===== src/rtl/clk_divider_multi_if.sv =====
// rtl/clk_divider_multi_if.sv - config request port of the multi-channel clock divider
// Carries one divisor update per transfer; a transfer happens on a clock edge
// where cfg_valid and cfg_ready are both high.
interface clk_divider_multi_if #(
  parameter int NUM_CH    = 2,
  parameter int CNT_WIDTH = 16
);
  localparam int CH_W = (NUM_CH > 1) ? $clog2(NUM_CH) : 1;

  logic                 cfg_valid;
  logic                 cfg_ready;
  logic [CH_W-1:0]      cfg_ch;
  logic [CNT_WIDTH-1:0] cfg_div;

  modport master (
    output cfg_valid,
    output cfg_ch,
    output cfg_div,
    input  cfg_ready
  );

  modport slave (
    input  cfg_valid,
    input  cfg_ch,
    input  cfg_div,
    output cfg_ready
  );
endinterface


===== src/rtl/clk_divider_multi.sv =====
// rtl/clk_divider_multi.sv - multi-channel programmable clock divider with rise/fall strobes
// Each channel counts a period k = 0..D-1 and drives clk_out high for k >= floor(D/2),
// so odd divisors put the extra cycle in the high phase. New divisors wait in a
// one-entry pending slot and only take effect at a period boundary, on stop/start,
// or on sync, so a period is never cut short or stretched mid-flight.
module clk_divider_multi #(
  parameter int NUM_CH      = 2,
  parameter int CNT_WIDTH   = 16,
  parameter int DEFAULT_DIV = 12
) (
  input  logic              clk_12mhz,
  input  logic              rst,
  clk_divider_multi_if.slave cfg,
  input  logic              sync,
  input  logic [NUM_CH-1:0] ch_en,
  output logic [NUM_CH-1:0] clk_out,
  output logic [NUM_CH-1:0] rise_stb,
  output logic [NUM_CH-1:0] fall_stb
);
  localparam int CH_W = (NUM_CH > 1) ? $clog2(NUM_CH) : 1;
  localparam logic [CNT_WIDTH-1:0] DIV_RST = CNT_WIDTH'(DEFAULT_DIV);
  localparam logic [CNT_WIDTH-1:0] DIV_MIN = CNT_WIDTH'(2);
  localparam logic [CNT_WIDTH-1:0] ONE     = CNT_WIDTH'(1);

  // registered per-channel state
  logic [CNT_WIDTH-1:0] div_q      [NUM_CH];
  logic [CNT_WIDTH-1:0] pend_div_q [NUM_CH];
  logic [CNT_WIDTH-1:0] cnt_q      [NUM_CH];
  logic [NUM_CH-1:0]    pend_q;
  logic [NUM_CH-1:0]    run_q;

  // next-state values
  logic [CNT_WIDTH-1:0] div_n      [NUM_CH];
  logic [CNT_WIDTH-1:0] pend_div_n [NUM_CH];
  logic [CNT_WIDTH-1:0] cnt_n      [NUM_CH];
  logic [CNT_WIDTH-1:0] half_n     [NUM_CH];
  logic [NUM_CH-1:0]    pend_n;
  logic [NUM_CH-1:0]    run_n;
  logic [NUM_CH-1:0]    clk_n;
  logic [NUM_CH-1:0]    rise_n;
  logic [NUM_CH-1:0]    fall_n;

  // per-channel decode
  logic [NUM_CH-1:0]    accept;
  logic [NUM_CH-1:0]    wrap;
  logic [NUM_CH-1:0]    restart;
  logic [NUM_CH-1:0]    apply;
  logic [CNT_WIDTH-1:0] cfg_div_c;

  // Divisors below 2 cannot form a low and a high phase, so they are raised to 2.
  assign cfg_div_c = (cfg.cfg_div < DIV_MIN) ? DIV_MIN : cfg.cfg_div;

  // Ready reflects the pending slot of the addressed channel; unused channel codes
  // are accepted and dropped so a master can never stall on them.
  always_comb begin
    cfg.cfg_ready = 1'b1;
    for (int i = 0; i < NUM_CH; i++) begin
      if (cfg.cfg_ch == CH_W'(i)) begin
        cfg.cfg_ready = !pend_q[i];
      end
    end
  end

  // Transfer decode: only the addressed channel with a free pending slot takes the value.
  always_comb begin
    accept = '0;
    for (int i = 0; i < NUM_CH; i++) begin
      accept[i] = cfg.cfg_valid && (cfg.cfg_ch == CH_W'(i)) && !pend_q[i];
    end
  end

  // Period counter, divisor apply and output decode for every channel.
  always_comb begin
    wrap    = '0;
    restart = '0;
    apply   = '0;
    pend_n  = '0;
    run_n   = '0;
    clk_n   = '0;
    rise_n  = '0;
    fall_n  = '0;
    for (int i = 0; i < NUM_CH; i++) begin
      wrap[i]    = run_q[i] && (cnt_q[i] == (div_q[i] - ONE));
      // A running channel re-enters k=0 at its natural wrap or on sync.
      restart[i] = run_q[i] && ch_en[i] && (wrap[i] || sync);
      // Pending divisors land only where a fresh period starts or the channel is idle.
      apply[i]   = pend_q[i] && (!ch_en[i] || !run_q[i] || wrap[i] || sync);

      div_n[i]      = apply[i] ? pend_div_q[i] : div_q[i];
      pend_n[i]     = accept[i] || (pend_q[i] && !apply[i]);
      pend_div_n[i] = accept[i] ? cfg_div_c : pend_div_q[i];
      half_n[i]     = div_n[i] >> 1;

      if (!ch_en[i]) begin
        run_n[i] = 1'b0;
        cnt_n[i] = '0;
      end else if (!run_q[i] || restart[i]) begin
        run_n[i] = 1'b1;
        cnt_n[i] = '0;
      end else begin
        run_n[i] = 1'b1;
        cnt_n[i] = cnt_q[i] + ONE;
      end

      clk_n[i]  = ch_en[i] && (cnt_n[i] >= half_n[i]);
      rise_n[i] = ch_en[i] && (cnt_n[i] == half_n[i]);
      // A fall is only reported when the period restart ends a visible high phase;
      // a fresh start or a stop never produces one.
      fall_n[i] = restart[i] && clk_out[i];
    end
  end

  // State and registered outputs; reset overrides every other input.
  always_ff @(posedge clk_12mhz) begin
    if (rst) begin
      for (int i = 0; i < NUM_CH; i++) begin
        div_q[i]      <= DIV_RST;
        pend_div_q[i] <= DIV_RST;
        cnt_q[i]      <= '0;
      end
      pend_q   <= '0;
      run_q    <= '0;
      clk_out  <= '0;
      rise_stb <= '0;
      fall_stb <= '0;
    end else begin
      for (int i = 0; i < NUM_CH; i++) begin
        div_q[i]      <= div_n[i];
        pend_div_q[i] <= pend_div_n[i];
        cnt_q[i]      <= cnt_n[i];
      end
      pend_q   <= pend_n;
      run_q    <= run_n;
      clk_out  <= clk_n;
      rise_stb <= rise_n;
      fall_stb <= fall_n;
    end
  end
endmodule


===== src/flat_wrapper.sv =====
// flat-port wrapper written by rule: the top's interface ports become plain ports
module clk_divider_multi_flat 
#(
  parameter int NUM_CH      = 2,
  parameter int CNT_WIDTH   = 16,
  parameter int DEFAULT_DIV = 12
)
  (clk_12mhz, rst, sync, ch_en, clk_out, rise_stb, fall_stb, cfg_cfg_valid, cfg_cfg_ch, cfg_cfg_div, cfg_cfg_ready);
  clk_divider_multi_if #(.NUM_CH(NUM_CH), .CNT_WIDTH(CNT_WIDTH)) cfg_i ();
  input  logic clk_12mhz;
  input  logic rst;
  input  logic sync;
  input  logic [NUM_CH-1:0] ch_en;
  output logic [NUM_CH-1:0] clk_out;
  output logic [NUM_CH-1:0] rise_stb;
  output logic [NUM_CH-1:0] fall_stb;
  input wire logic [$bits(cfg_i.cfg_valid)-1:0] cfg_cfg_valid;
  input wire logic [$bits(cfg_i.cfg_ch)-1:0] cfg_cfg_ch;
  input wire logic [$bits(cfg_i.cfg_div)-1:0] cfg_cfg_div;
  output wire logic [$bits(cfg_i.cfg_ready)-1:0] cfg_cfg_ready;
  assign cfg_i.cfg_valid = cfg_cfg_valid;
  assign cfg_i.cfg_ch = cfg_cfg_ch;
  assign cfg_i.cfg_div = cfg_cfg_div;
  assign cfg_cfg_ready = cfg_i.cfg_ready;
  clk_divider_multi #(.NUM_CH(NUM_CH), .CNT_WIDTH(CNT_WIDTH), .DEFAULT_DIV(DEFAULT_DIV)) u_core (.clk_12mhz(clk_12mhz), .rst(rst), .cfg(cfg_i), .sync(sync), .ch_en(ch_en), .clk_out(clk_out), .rise_stb(rise_stb), .fall_stb(fall_stb));
endmodule

===== config.mk =====
export PLATFORM = sky130hd
export DESIGN_NAME = clk_divider_multi_flat
export DESIGN_NICKNAME = d
export VERILOG_FILES = /design/src/rtl/clk_divider_multi_if.sv /design/src/rtl/clk_divider_multi.sv /design/src/flat_wrapper.sv
export SDC_FILE = /design/constraint.sdc
export NUM_CORES = 1
export LEC_CHECK = 0
export CAP_MARGIN = 20
export CORE_MARGIN = 1.5
export CORE_UTILIZATION = 60
export CTS_BUF_LIST = sky130_fd_sc_hd__clkbuf_16
export DETAILED_ROUTE_END_ITERATION = 8
export PLACE_DENSITY = 0.82
export SYNTH_ARGS = -nofsm -noshare
export SYNTH_HDL_FRONTEND = slang
export SYNTH_SLANG_ARGS = --single-unit

===== constraint.sdc =====
create_clock -name clk_12mhz -period 5.8 [get_ports clk_12mhz]
set_input_delay 1.16 -clock clk_12mhz [delete_from_list [all_inputs] [get_ports clk_12mhz]]
set_output_delay 1.16 -clock clk_12mhz [all_outputs]
set_load 0.03 [all_outputs]

==> impl_table.tex, run 1 <==
\begin{tabular}{lr}
\hline
Metric & Value \\
\hline
\multicolumn{2}{l}{\textbf{Pwr}} \\
Clk pwr share & 45.5\% \\
Share of total power in sequential cells & 47.3\% \\
Internal power summed over all cells & 1.25 mW \\
Power share of the combinational group & 7.3\% \\
Largest vdd supply drop & 0.185 mV \\
NetSw & 0.356 mW \\
Power per cell area & 233 mW/mm2 \\
Static Leak & 2.70 nW \\
Fraction of power spent switching nets & 22.1\% \\
Total power & 1.61 mW \\
\multicolumn{2}{l}{\textbf{Yosys}} \\
Compound-Gate Fraction of Synth Area & 14.0\% \\
Fraction of post-synthesis cell area in the top cell type by area & 33.9\% \\
Top cells by area in the synthesized netlist & sky130\_fd\_sc\_hd\_\_dfxtp\_1 34\%, sky130\_fd\_sc\_hd\_\_ha\_1 6.8\%, sky130\_fd\_sc\_hd\_\_xnor2\_1 5.6\% \\
Post-synth ARST share & 0\% \\
Net count after synthesis & 803 \\
Mux contribution to synthesized area & 3.06\% \\
Distinct cell type count of the synthesized netlist & 65 \\
Syn. warnings & 0 \\
Largest family of logic cells by synthesized area & simple AND/OR/NAND/NOR gates \\
Number of flops mapped to enable cells by yosys & 0 \\
Xor/xnor share of the synthesized area & 9.66\% \\
Prevailing post-synth register cell & sky130\_fd\_sc\_hd\_\_dfxtp\_1 \\
Simple-gate area share of the yosys netlist & 28.1\% \\
Syn Area/Cell & 8.39 um2 \\
Synthesized-area fraction occupied by adder cells & 6.80\% \\
Count of mapped cells out of synthesis & 746 \\
Cell area after technology mapping & 0.00626 mm2 \\
Yosys top cell by area & sky130\_fd\_sc\_hd\_\_dfxtp\_1 \\
Flip-flop and latch count after synthesis & 106 \\
Seq/Total Area, Yosys & 33.9\% \\
\multicolumn{2}{l}{\textbf{Global routing}} \\
Number of antenna violations at the first check in global routing & 0 \\
Remaining global-route overflow & 0 \\
Combined global-route utilization of all metal layers & 29.0\% \\
Wire length of the first global-routing pass & 25400 um \\
Vias in the first global route & 5107 \\
Pin count of the biggest net entering global routing & 61 \\
\multicolumn{2}{l}{\textbf{Finish}} \\
Antenna fix cells & 0 \\
Final design area excluding fillers & 0.00690 mm2 \\
Net count, final & 806 \\
Fraction of layout instances using a drive strength above 1 & 8.90\% \\
Commonest non-fill, non-tap cell in the layout & sky130\_fd\_sc\_hd\_\_dfxtp\_1 \\
Signed area change from the synthesized netlist to the final layout & 10.3\% \\
Most used cells in the layout excluding fill and tap cells & 106 x sky130\_fd\_sc\_hd\_\_dfxtp\_1, 73 x sky130\_fd\_sc\_hd\_\_nand2\_1, 71 x sky130\_fd\_sc\_hd\_\_nor2\_1 \\
Final cell count without fillers & 889 \\
Fin util & 67.4\% \\
\multicolumn{2}{l}{\textbf{Timing}} \\
Crit share post-route & 87.6\% \\
Transition at the pin with the smallest max-transition slack & 884 ps \\
Final worst setup slack & 721 ps \\
Final-report hold violation count & 0 \\
Accumulated negative setup slack & 0 ps \\
Timing-limited maximum frequency & 0.197 GHz \\
Number of max-slew violations in the final report & 0 \\
Max\_slew headroom & 40.9\% \\
Final critical delay including setup and external delays & 5080 ps \\
Number of setup violations in the final report & 0 \\
Final-layout worst hold slack & 460 ps \\
Skew final & 9.02 ps \\
RSZ-0062 raised after global routing & no \\
\multicolumn{2}{l}{\textbf{Setup path}} \\
Reg-to-Reg Start & u\_core.div\_q[0][16] \\
Crit path launch type & register \\
Reg2reg end & u\_core.clk\_out[1] \\
Worst Setup End Kind & register \\
Largest fanout of any net on the critical path & 28 \\
Critical path cell sequence & inv\_1 -> ha\_1 -> or4b\_1 -> o41ai\_2 -> xor2\_1 -> a21oi\_1 -> or4\_4 -> o21ai\_4 -> buf\_4 -> nand3\_2 -> and2\_1 -> ha\_1 -> a21o\_1 -> a21o\_1 -> a21oi\_1 -> nor2\_1 -> a211oi\_1 -> o21ai\_0 -> o2bb2ai\_1 \\
Path depth of the worst reg2reg path & 19 \\
Worst-path cell with the longest stage delay & sky130\_fd\_sc\_hd\_\_or4b\_1 \\
Required @ worst endpoint & 6030 ps \\
Startpoint-to-endpoint class of the critical path & register to register \\
Largest incremental delay on the critical path & 650 ps \\
Arrival time at the worst endpoint & 5310 ps \\
Worst R2R Setup Slack & 720 ps \\
\multicolumn{2}{l}{\textbf{Floorplanning}} \\
Ports & 30 \\
Core Region & 0.0102 mm2 \\
Initial cell density of the core & 61.1\% \\
Horizontal extent of the die & 105 um \\
\# rows & 37 \\
Die outline area & 0.0110 mm2 \\
Die extent in y & 105 um \\
\multicolumn{2}{l}{\textbf{Outcome}} \\
Status & complete, no violations \\
\multicolumn{2}{l}{\textbf{Placed design}} \\
Cell count after placement & 874 \\
Setup WS pre-CTS & 830 ps \\
Last weighted congestion value of the routability-driven placer & 0.932 \\
Post-place instance area & 0.00655 mm2 \\
Quantity of I/O buffers inserted on ports & 29 \\
Half-perimeter wire length after detailed placement & 11600 um \\
\multicolumn{2}{l}{\textbf{Clocking}} \\
CTS clk-pin slew, worst paths & 70 ps \\
Clk Tree Root Cell & sky130\_fd\_sc\_hd\_\_clkbuf\_16 \\
CTS HTree Levels & 3 \\
Number of buffers created by CTS & 9 \\
Count of hold-fix buffers inserted at cts & 0 \\
TritonCTS Sinks & 106 \\
Setup Buffers After CTS & 0 \\
Clock tree from TritonCTS & yes \\
Number of gates given a new drive strength after cts & 0 \\
Clock latency of the later-clocked register in the worst-skew pair & 350 ps \\
Number of buffers between clock root and the deepest sink & 2 \\
\multicolumn{2}{l}{\textbf{Detailed routing}} \\
Post-route DRC & 0 \\
Number of iterations in the first detailed-routing pass & 5 \\
Post-Route WL & 15600 um \\
Post-DR wirelength/cell & 17.5 um \\
Via density per instance & 6.16 \\
Count of antenna-violating nets left after detailed routing & 0 \\
Detailed-route via count & 5479 \\
First DRT Iteration DRCs & 338 \\
\multicolumn{2}{l}{\textbf{Hold path}} \\
WHS Endpoint & u\_core.pend\_div\_q[0][9] \\
Worst min path class & register to register \\
HP Start & u\_core.pend\_div\_q[0][9] \\
WHS Path Cells & 2 \\
\multicolumn{2}{l}{\textbf{Run}} \\
Number of max-capacitance violations reported & 0 \\
\hline
\end{tabular}
[metal layers]
metal	track usage, %	share of wire (%)
met5	0	0
met4	8.81	1.8
met3	5.18	6.7
met2	45.4	46
met1	40.6	46
[Yosys cell counts, drive strengths merged, types with 4 or more instances]
cell type  number
nor4           24
ha             34
nand3b          6
a21oi          56
a21bo          12
o21ai          11
a21o           14
nor3b           5
o2111ai         4
a211oi          8
nor3           30
nor2b           4
xor2           29
a31oi           5
clkbuf         28
nand4          15
dfxtp         106
or2             8
xnor2          40
nand3          41
buf            16
inv            16
nand2          74
or3             5
mux2i          18
nor2           71
nand2b          9
and2           13
and3           11
or4             4
[flip-flops by register name, indices dropped and copies added (netlist names)]
| signal | flops |
|---|---|
| u_core.cnt_q | 32 |
| u_core.div_q | 32 |
| u_core.pend_div_q | 32 |
| u_core.clk_out | 2 |
| u_core.fall_stb | 2 |
| u_core.pend_q | 2 |
| u_core.rise_stb | 2 |
| u_core.run_q | 2 |
[power groups by stage]
stage	Clock, mW	Combinational, mW	Sequential (mW)
2_1_floorplan	0	0.0819	0.768
3_3_place_gp	0	0.111	0.775
3_5_place_dp	0	0.115	0.776
4_1_cts	0.736	0.116	0.760
5_1_grt	0.767	0.128	0.761
6_report	0.731	0.117	0.760
[worst max-delay path: cells and delay by family (launching register included)]
family | cells | cell delay, ps
adders and majority gates | 2 | 470
buffers and inverters | 2 | 440
xor gates and xnor gates | 1 | 170
AOI/OAI and AO/OA | 9 | 1960
DFF | 1 | 350
and+or+nand+nor | 5 | 1550
[logic make-up after synthesis]
kind of cell             after synthesis
buffers and inverters                 60
AND/OR/NAND/NOR                      330
AO/OA/AOI/OAI                        128
multiplexers                          19
XOR/XNOR                              69
adder cells (fa/ha/maj)               34
flip-flops                           106
[worst max-delay path by stage]
stage	startpoint	cells past startpoint	slack, ps	end
final	u_core.div_q[0][16]	19	720	u_core.clk_out[1]
after global routing	u_core.div_q[0][16]	19	460	u_core.clk_out[1]
after CTS	u_core.div_q[0][16]	19	760	u_core.clk_out[1]
after detailed placement	u_core.div_q[0][16]	19	830	u_core.clk_out[1]
after global placement	u_core.div_q[0][16]	19	950	u_core.clk_out[1]
after floorplan	u_core.div_q[0][0]	18	1570	u_core.clk_out[0]
[area by class of cell]
cell class              count  area (um2)
inverters                  16        60.1
fillers                   828        3330
well taps                 136         170
flip-flops and latches    106        2120
clock buffers               9         225
clock inverters             6         130
repair buffers             36         338
multi-input cells         580        3850
Power figures use the tool's default switching activity.
==> run 2, diff against run 1 <==
CORE_UTILIZATION = 55   (was 60)
PLACE_DENSITY = 0.8   (was 0.82)
clock period = 4.1 ns   (was 5.8 ns; I/O delays follow)
==> run 2 against run 1 <==
Effect of this change:
- critical path depth fell by 1
- power up 37%
- the flow now finishes with violations (negative setup slack)
- critical path type unchanged
- sequential power up 41%
- combinational power increased by 64%
- sequential share of layout area fell by 2.0 points
==> impl_table.tex, run 2 (synthesis results as in run 1) <==
\begin{tabular}{lr}
\hline
Metric & Value \\
\hline
\multicolumn{2}{l}{\textbf{Outcome}} \\
Status & finished with violations \\
Failing checks & negative setup slack \\
\multicolumn{2}{l}{\textbf{Detailed routing}} \\
Post-route DRC & 0 \\
Post-Route WL & 17200 um \\
Post-DR wirelength/cell & 18.3 um \\
Number of iterations in the first detailed-routing pass & 7 \\
Detailed-route via count & 5827 \\
First DRT Iteration DRCs & 630 \\
Via density per instance & 6.19 \\
Count of antenna-violating nets left after detailed routing & 0 \\
\multicolumn{2}{l}{\textbf{Floorplanning}} \\
Horizontal extent of the die & 110 um \\
Die outline area & 0.0120 mm2 \\
Die extent in y & 110 um \\
\# rows & 38 \\
Core Region & 0.0110 mm2 \\
Initial cell density of the core & 57.0\% \\
Ports & 30 \\
\multicolumn{2}{l}{\textbf{Pwr}} \\
Static Leak & 2.96 nW \\
Largest vdd supply drop & 0.252 mV \\
Power per cell area & 297 mW/mm2 \\
\multicolumn{2}{l}{\textbf{Timing}} \\
Crit share post-route & 104\% \\
Number of max-slew violations in the final report & 0 \\
Max\_slew headroom & 40.0\% \\
Skew final & 8.81 ps \\
Number of setup violations in the final report & 1 \\
Final-report hold violation count & 0 \\
Transition at the pin with the smallest max-transition slack & 899 ps \\
Final worst setup slack & -178 ps \\
RSZ-0062 raised after global routing & yes \\
Final critical delay including setup and external delays & 4280 ps \\
Timing-limited maximum frequency & 0.234 GHz \\
\multicolumn{2}{l}{\textbf{Global routing}} \\
Remaining global-route overflow & 0 \\
Number of antenna violations at the first check in global routing & 0 \\
Vias in the first global route & 5303 \\
Combined global-route utilization of all metal layers & 28.6\% \\
Wire length of the first global-routing pass & 26500 um \\
Pin count of the biggest net entering global routing & 46 \\
\multicolumn{2}{l}{\textbf{Setup path}} \\
Worst-path cell with the longest stage delay & sky130\_fd\_sc\_hd\_\_or4\_4 \\
Arrival time at the worst endpoint & 4520 ps \\
Largest fanout of any net on the critical path & 7 \\
Combined buffer and inverter count along the critical path & 3 \\
Critical path's top delay family & compound AO/OA/AOI/OAI gates \\
Required @ worst endpoint & 4340 ps \\
Crit path launch type & register \\
Worst Setup End Kind & register \\
Critical path cell sequence & inv\_2 -> ha\_4 -> or4b\_4 -> buf\_6 -> nor4\_4 -> xnor2\_1 -> o21a\_1 -> or4\_4 -> o21ai\_4 -> buf\_6 -> nand2\_2 -> a21oi\_1 -> ha\_1 -> a21o\_1 -> a211oi\_2 -> nor2\_1 -> a211oi\_1 -> o2bb2ai\_1 \\
Largest incremental delay on the critical path & 520 ps \\
Startpoint-to-endpoint class of the critical path & register to register \\
Most prevalent standard cell on the critical path & sky130\_fd\_sc\_hd\_\_buf\_6 \\
\multicolumn{2}{l}{\textbf{Clocking}} \\
Number of buffers between clock root and the deepest sink & 2 \\
CTS HTree Levels & 3 \\
TritonCTS Sinks & 106 \\
Clock tree from TritonCTS & yes \\
Number of buffers created by CTS & 9 \\
Count of hold-fix buffers inserted at cts & 0 \\
Clock latency of the later-clocked register in the worst-skew pair & 350 ps \\
Clk Tree Root Cell & sky130\_fd\_sc\_hd\_\_clkbuf\_16 \\
CTS clk-pin slew, worst paths & 70 ps \\
\multicolumn{2}{l}{\textbf{Finish}} \\
Fraction of layout instances using a drive strength above 1 & 17.2\% \\
Antenna fix cells & 0 \\
Number of filler instances in the final layout & 868 \\
Signed area change from the synthesized netlist to the final layout & 18.4\% \\
Most used cells in the layout excluding fill and tap cells & 104 x sky130\_fd\_sc\_hd\_\_dfxtp\_1, 73 x sky130\_fd\_sc\_hd\_\_nand2\_1, 71 x sky130\_fd\_sc\_hd\_\_nor2\_1 \\
Leading registers by flop count & u\_core.cnt\_q (32), u\_core.div\_q (32), u\_core.pend\_div\_q (32) \\
Net count, final & 854 \\
Final cell count without fillers & 942 \\
Commonest non-fill, non-tap cell in the layout & sky130\_fd\_sc\_hd\_\_dfxtp\_1 \\
\multicolumn{2}{l}{\textbf{Placed design}} \\
Quantity of I/O buffers inserted on ports & 29 \\
Last weighted congestion value of the routability-driven placer & 0.958 \\
Setup WS pre-CTS & -54.1 ps \\
Cell count after placement & 905 \\
Half-perimeter wire length after detailed placement & 12200 um \\
\multicolumn{2}{l}{\textbf{Run}} \\
Number of max-capacitance violations reported & 0 \\
\multicolumn{2}{l}{\textbf{Hold path}} \\
Worst min path class & register to register \\
\hline
\end{tabular}
## run 2: path summary, 6_finish.rpt
kind                           startpoint                 endpoint  slack [ps]  depth (start not counted)
setup / recovery      u_core.div_q[0][17]        u_core.clk_out[1]        -180                         18
hold / removal    u_core.pend_div_q[0][5]  u_core.pend_div_q[0][5]         460                          2
setup reg to reg      u_core.div_q[0][17]        u_core.clk_out[1]        -180                         18
hold reg to reg   u_core.pend_div_q[0][5]  u_core.pend_div_q[0][5]         460                          2
## run 2: stage by stage
stage / area (um2) / power [mW] / hold slack (ps) / setup TNS [ps] / util (%)
after floorplan: 6290 / 1.20 / 429 / -70.7 / -
after global placement: 6790 / 1.26 / 451 / 0 / 61.8
after detailed placement: 6790 / 1.27 / 452 / -54.1 / 61.8
after CTS: 7260 / 2.19 / 465 / 0 / 66.1
after global routing: 7410 / 2.27 / 488 / -390 / 67.4
final: 7410 / 2.20 / 464 / -178 / 67.4
## run 2: area by class of cell
cell class	count	area, um2	share of cell area, %
clock buffer	9	225	3.04
clock inverter	7	95.1	1.28
inverter	16	62.6	0.845
multi-input combinational	580	3980	53.7
sequential	106	2130	28.7
tap	140	175	2.36
timing repair buffer	84	747	10.1
## run 2: what timing repair did
| item | 4_1_cts | 5_1_grt |
|---|---|---|
| pin swaps | 7 | 10 |
| endpoints found under the setup margin | 1 | 4 |
| setup buffers | 15 | 7 |
| gates cloned | 0 | 1 |
| gates resized for setup | 10 | 18 |
## run 2: layer usage
metal	track usage, %	wire (um)	up-vias
li1	-	-	2746
met1	40.5	7590	2758
met2	44.2	7740	276
met3	5.51	1540	47
met4	7.88	334	0
met5	0	0	-
## run 2: worst register-to-register path: stages, from the launching register on
cell and delay, ps:
sky130_fd_sc_hd__dfxtp_2 340, sky130_fd_sc_hd__inv_2 80, sky130_fd_sc_hd__ha_4 130, sky130_fd_sc_hd__or4b_4 490, sky130_fd_sc_hd__buf_6 160, sky130_fd_sc_hd__nor4_4 140
sky130_fd_sc_hd__xnor2_1 110, sky130_fd_sc_hd__o21a_1 170, sky130_fd_sc_hd__or4_4 520, sky130_fd_sc_hd__o21ai_4 330, sky130_fd_sc_hd__buf_6 180, sky130_fd_sc_hd__nand2_2 90
sky130_fd_sc_hd__a21oi_1 280, sky130_fd_sc_hd__ha_1 320, sky130_fd_sc_hd__a21o_1 220, sky130_fd_sc_hd__a211oi_2 220, sky130_fd_sc_hd__nor2_1 70, sky130_fd_sc_hd__a211oi_1 220
sky130_fd_sc_hd__o2bb2ai_1 110
## run 2: where the power goes
group          switching, mW  internal (mW)
logic                  0.111         0.0816
clock network          0.399          0.536
registers             0.0218           1.05
total                  0.532           1.67
==> run 3, diff against run 2 <==
CORE_UTILIZATION = 45   (was 55)
PLACE_DENSITY = 0.68   (was 0.8)
==> run 3 against run 2 <==
Effect of this change:
- the run still ends with negative setup slack left
- largest power group unchanged
- clock power shrank 2.4%
- utilization shrank 11 points
- final cell count grew 3.2%
- final area grew 1.4%
- fmax grew 3.2%
- first-iteration DRC count shrank 25%
- flip-flop and latch count is the same
- sequential power is essentially flat
- global-route usage shrank 5.7 points
- wire length shrank 3.2%
- worst setup slack gained 130 ps
- non-clock buffer count shrank 5
==> impl_table.tex, run 3 (synthesis results as in run 1) <==
\begin{tabular}{lr}
\hline
Metric & Value \\
\hline
\multicolumn{2}{l}{\textbf{Outcome}} \\
Status & finished with violations \\
Failing checks & negative setup slack \\
\multicolumn{2}{l}{\textbf{Floorplanning}} \\
Ports & 30 \\
Core Region & 0.0134 mm2 \\
Die extent in y & 121 um \\
Die outline area & 0.0146 mm2 \\
Horizontal extent of the die & 121 um \\
Initial cell density of the core & 46.7\% \\
\# rows & 42 \\
\multicolumn{2}{l}{\textbf{Hold path}} \\
HP Start & u\_core.pend\_div\_q[0][14] \\
WHS Path Cells & 2 \\
Worst min path class & register to register \\
WHS Endpoint & u\_core.pend\_div\_q[0][14] \\
\multicolumn{2}{l}{\textbf{Timing}} \\
Number of setup violations in the final report & 1 \\
Crit share post-route & 101\% \\
Final-report hold violation count & 0 \\
Transition at the pin with the smallest max-transition slack & 1010 ps \\
Max\_slew headroom & 32.6\% \\
RSZ-0062 raised after global routing & yes \\
Timing-limited maximum frequency & 0.241 GHz \\
Skew final & 7.05 ps \\
Final worst setup slack & -43.5 ps \\
Final critical delay including setup and external delays & 4140 ps \\
Accumulated negative setup slack & -43.5 ps \\
Final-layout worst hold slack & 460 ps \\
Number of max-slew violations in the final report & 0 \\
\multicolumn{2}{l}{\textbf{Clocking}} \\
Clock tree from TritonCTS & yes \\
CTS clk-pin slew, worst paths & 70 ps \\
Clock latency of the later-clocked register in the worst-skew pair & 350 ps \\
Count of hold-fix buffers inserted at cts & 0 \\
TritonCTS Sinks & 106 \\
Number of buffers between clock root and the deepest sink & 2 \\
Clk Tree Root Cell & sky130\_fd\_sc\_hd\_\_clkbuf\_16 \\
CTS HTree Levels & 3 \\
Number of buffers created by CTS & 9 \\
\multicolumn{2}{l}{\textbf{Global routing}} \\
Combined global-route utilization of all metal layers & 22.9\% \\
Pin count of the biggest net entering global routing & 49 \\
Number of antenna violations at the first check in global routing & 0 \\
Wire length of the first global-routing pass & 26400 um \\
Vias in the first global route & 5272 \\
Remaining global-route overflow & 0 \\
\multicolumn{2}{l}{\textbf{Placed design}} \\
Last weighted congestion value of the routability-driven placer & 0.956 \\
Post-place instance area & 0.00685 mm2 \\
Quantity of I/O buffers inserted on ports & 29 \\
Half-perimeter wire length after detailed placement & 12300 um \\
Cell count after placement & 943 \\
Setup WS pre-CTS & -97.3 ps \\
\multicolumn{2}{l}{\textbf{Finish}} \\
Final design area excluding fillers & 0.00751 mm2 \\
Antenna fix cells & 0 \\
Most used cells in the layout excluding fill and tap cells & 104 x sky130\_fd\_sc\_hd\_\_dfxtp\_1, 73 x sky130\_fd\_sc\_hd\_\_nand2\_1, 71 x sky130\_fd\_sc\_hd\_\_nor2\_1 \\
Number of filler instances in the final layout & 1171 \\
Fraction of layout instances using a drive strength above 1 & 17.5\% \\
Commonest non-fill, non-tap cell in the layout & sky130\_fd\_sc\_hd\_\_dfxtp\_1 \\
Fin util & 56.1\% \\
Signed area change from the synthesized netlist to the final layout & 20.1\% \\
Net count, final & 849 \\
Sequential standard cell area & 0.00212 mm2 \\
Leading registers by flop count & u\_core.cnt\_q (32), u\_core.div\_q (32), u\_core.pend\_div\_q (32) \\
Multi-input gate area & 0.00406 mm2 \\
Final cell count without fillers & 972 \\
\multicolumn{2}{l}{\textbf{Setup path}} \\
Reg2reg end & u\_core.clk\_out[1] \\
Critical path's top delay family & simple AND/OR/NAND/NOR gates \\
Required @ worst endpoint & 4340 ps \\
Startpoint-to-endpoint class of the critical path & register to register \\
Critical path cell sequence & inv\_2 -> ha\_4 -> or4b\_4 -> buf\_6 -> nor4\_4 -> xnor2\_1 -> o21a\_1 -> or4\_4 -> o21ai\_4 -> buf\_12 -> nand3\_2 -> and2\_1 -> ha\_1 -> a21o\_1 -> a21o\_1 -> a21oi\_2 -> nor2\_1 -> a211oi\_2 -> o21ai\_1 -> o2bb2ai\_1 \\
Worst-path cell with the longest stage delay & sky130\_fd\_sc\_hd\_\_or4\_4 \\
Arrival time at the worst endpoint & 4380 ps \\
Largest fanout of any net on the critical path & 6 \\
Most prevalent standard cell on the critical path & sky130\_fd\_sc\_hd\_\_a21o\_1 \\
Crit path launch type & register \\
Worst Setup End Kind & register \\
Reg-to-Reg Start & u\_core.div\_q[0][17] \\
Largest incremental delay on the critical path & 540 ps \\
Path depth of the worst reg2reg path & 20 \\
Combined buffer and inverter count along the critical path & 3 \\
Worst R2R Setup Slack & -40 ps \\
\multicolumn{2}{l}{\textbf{Detailed routing}} \\
Post-route DRC & 0 \\
Detailed-route via count & 5624 \\
Post-Route WL & 16700 um \\
Via density per instance & 5.79 \\
First DRT Iteration DRCs & 471 \\
Post-DR wirelength/cell & 17.1 um \\
Number of iterations in the first detailed-routing pass & 5 \\
Count of antenna-violating nets left after detailed routing & 0 \\
\multicolumn{2}{l}{\textbf{Pwr}} \\
Static Leak & 2.98 nW \\
Power per cell area & 291 mW/mm2 \\
Total power & 2.18 mW \\
Largest vdd supply drop & 0.218 mV \\
\multicolumn{2}{l}{\textbf{Run}} \\
Number of max-capacitance violations reported & 0 \\
\hline
\end{tabular}
## run 3: cell count changes in the layout (fill, tap and decap cells not counted), sizes merged
cell	change
buf	-7
bufbuf	+1
clkbuf	+1
clkinv	-2
clkinvlp	+2
inv	-1
## run 3: cell type report
| cell class | instances | area share [%] |
|---|---|---|
| Clock buffer | 9 | 3.00 |
| Tap cell | 176 | 2.93 |
| Timing Repair Buffer | 79 | 9.89 |
| Clock inverter | 6 | 1.10 |
| Inverter | 16 | 0.799 |
| Sequential cell | 106 | 28.3 |
| Multi-Input combinational cell | 580 | 54.0 |
## run 3: power breakdown
group	leakage (nW)	internal [mW]	switching, mW	total, mW
registers	0.860	1.05	0.0204	1.07
logic	1.97	0.0855	0.112	0.198
clock network	0.143	0.528	0.385	0.913
## run 3: worst max path at each step
stage	startpoint	endpoint	slack [ps]	depth (start not counted)
finish	u_core.div_q[0][17]	u_core.clk_out[1]	-40	20
global route	u_core.div_q[0][17]	u_core.clk_out[1]	-230	19
CTS	u_core.div_q[0][17]	u_core.clk_out[1]	-30	20
detailed placement	u_core.div_q[0][17]	u_core.clk_out[1]	-100	19
global placement	u_core.div_q[0][17]	u_core.clk_out[1]	80	18
floorplan	u_core.div_q[0][16]	u_core.clk_out[1]	-50	22
## run 3: worst min-delay path, cell delays in order (launching register included)
cell and delay, ps:
sky130_fd_sc_hd__dfxtp_1 310, sky130_fd_sc_hd__nand2_1 50, sky130_fd_sc_hd__a21oi_1 50
## run 3: repair_timing
action                                  4_1_cts  5_1_grt
setup buffers                                 1       11
gates cloned                                  1        1
gates resized for setup                       1       31
endpoints found under the setup margin        2        4
pin swaps                                     1        7
## run 3: metal layers
metal	track usage, %	wire (um)	part of all wire [%]
met1	32.2	7880	47
met2	34.7	7370	44
met3	3.52	947	5.7
met4	10.0	460	2.8
met5	0	0	0
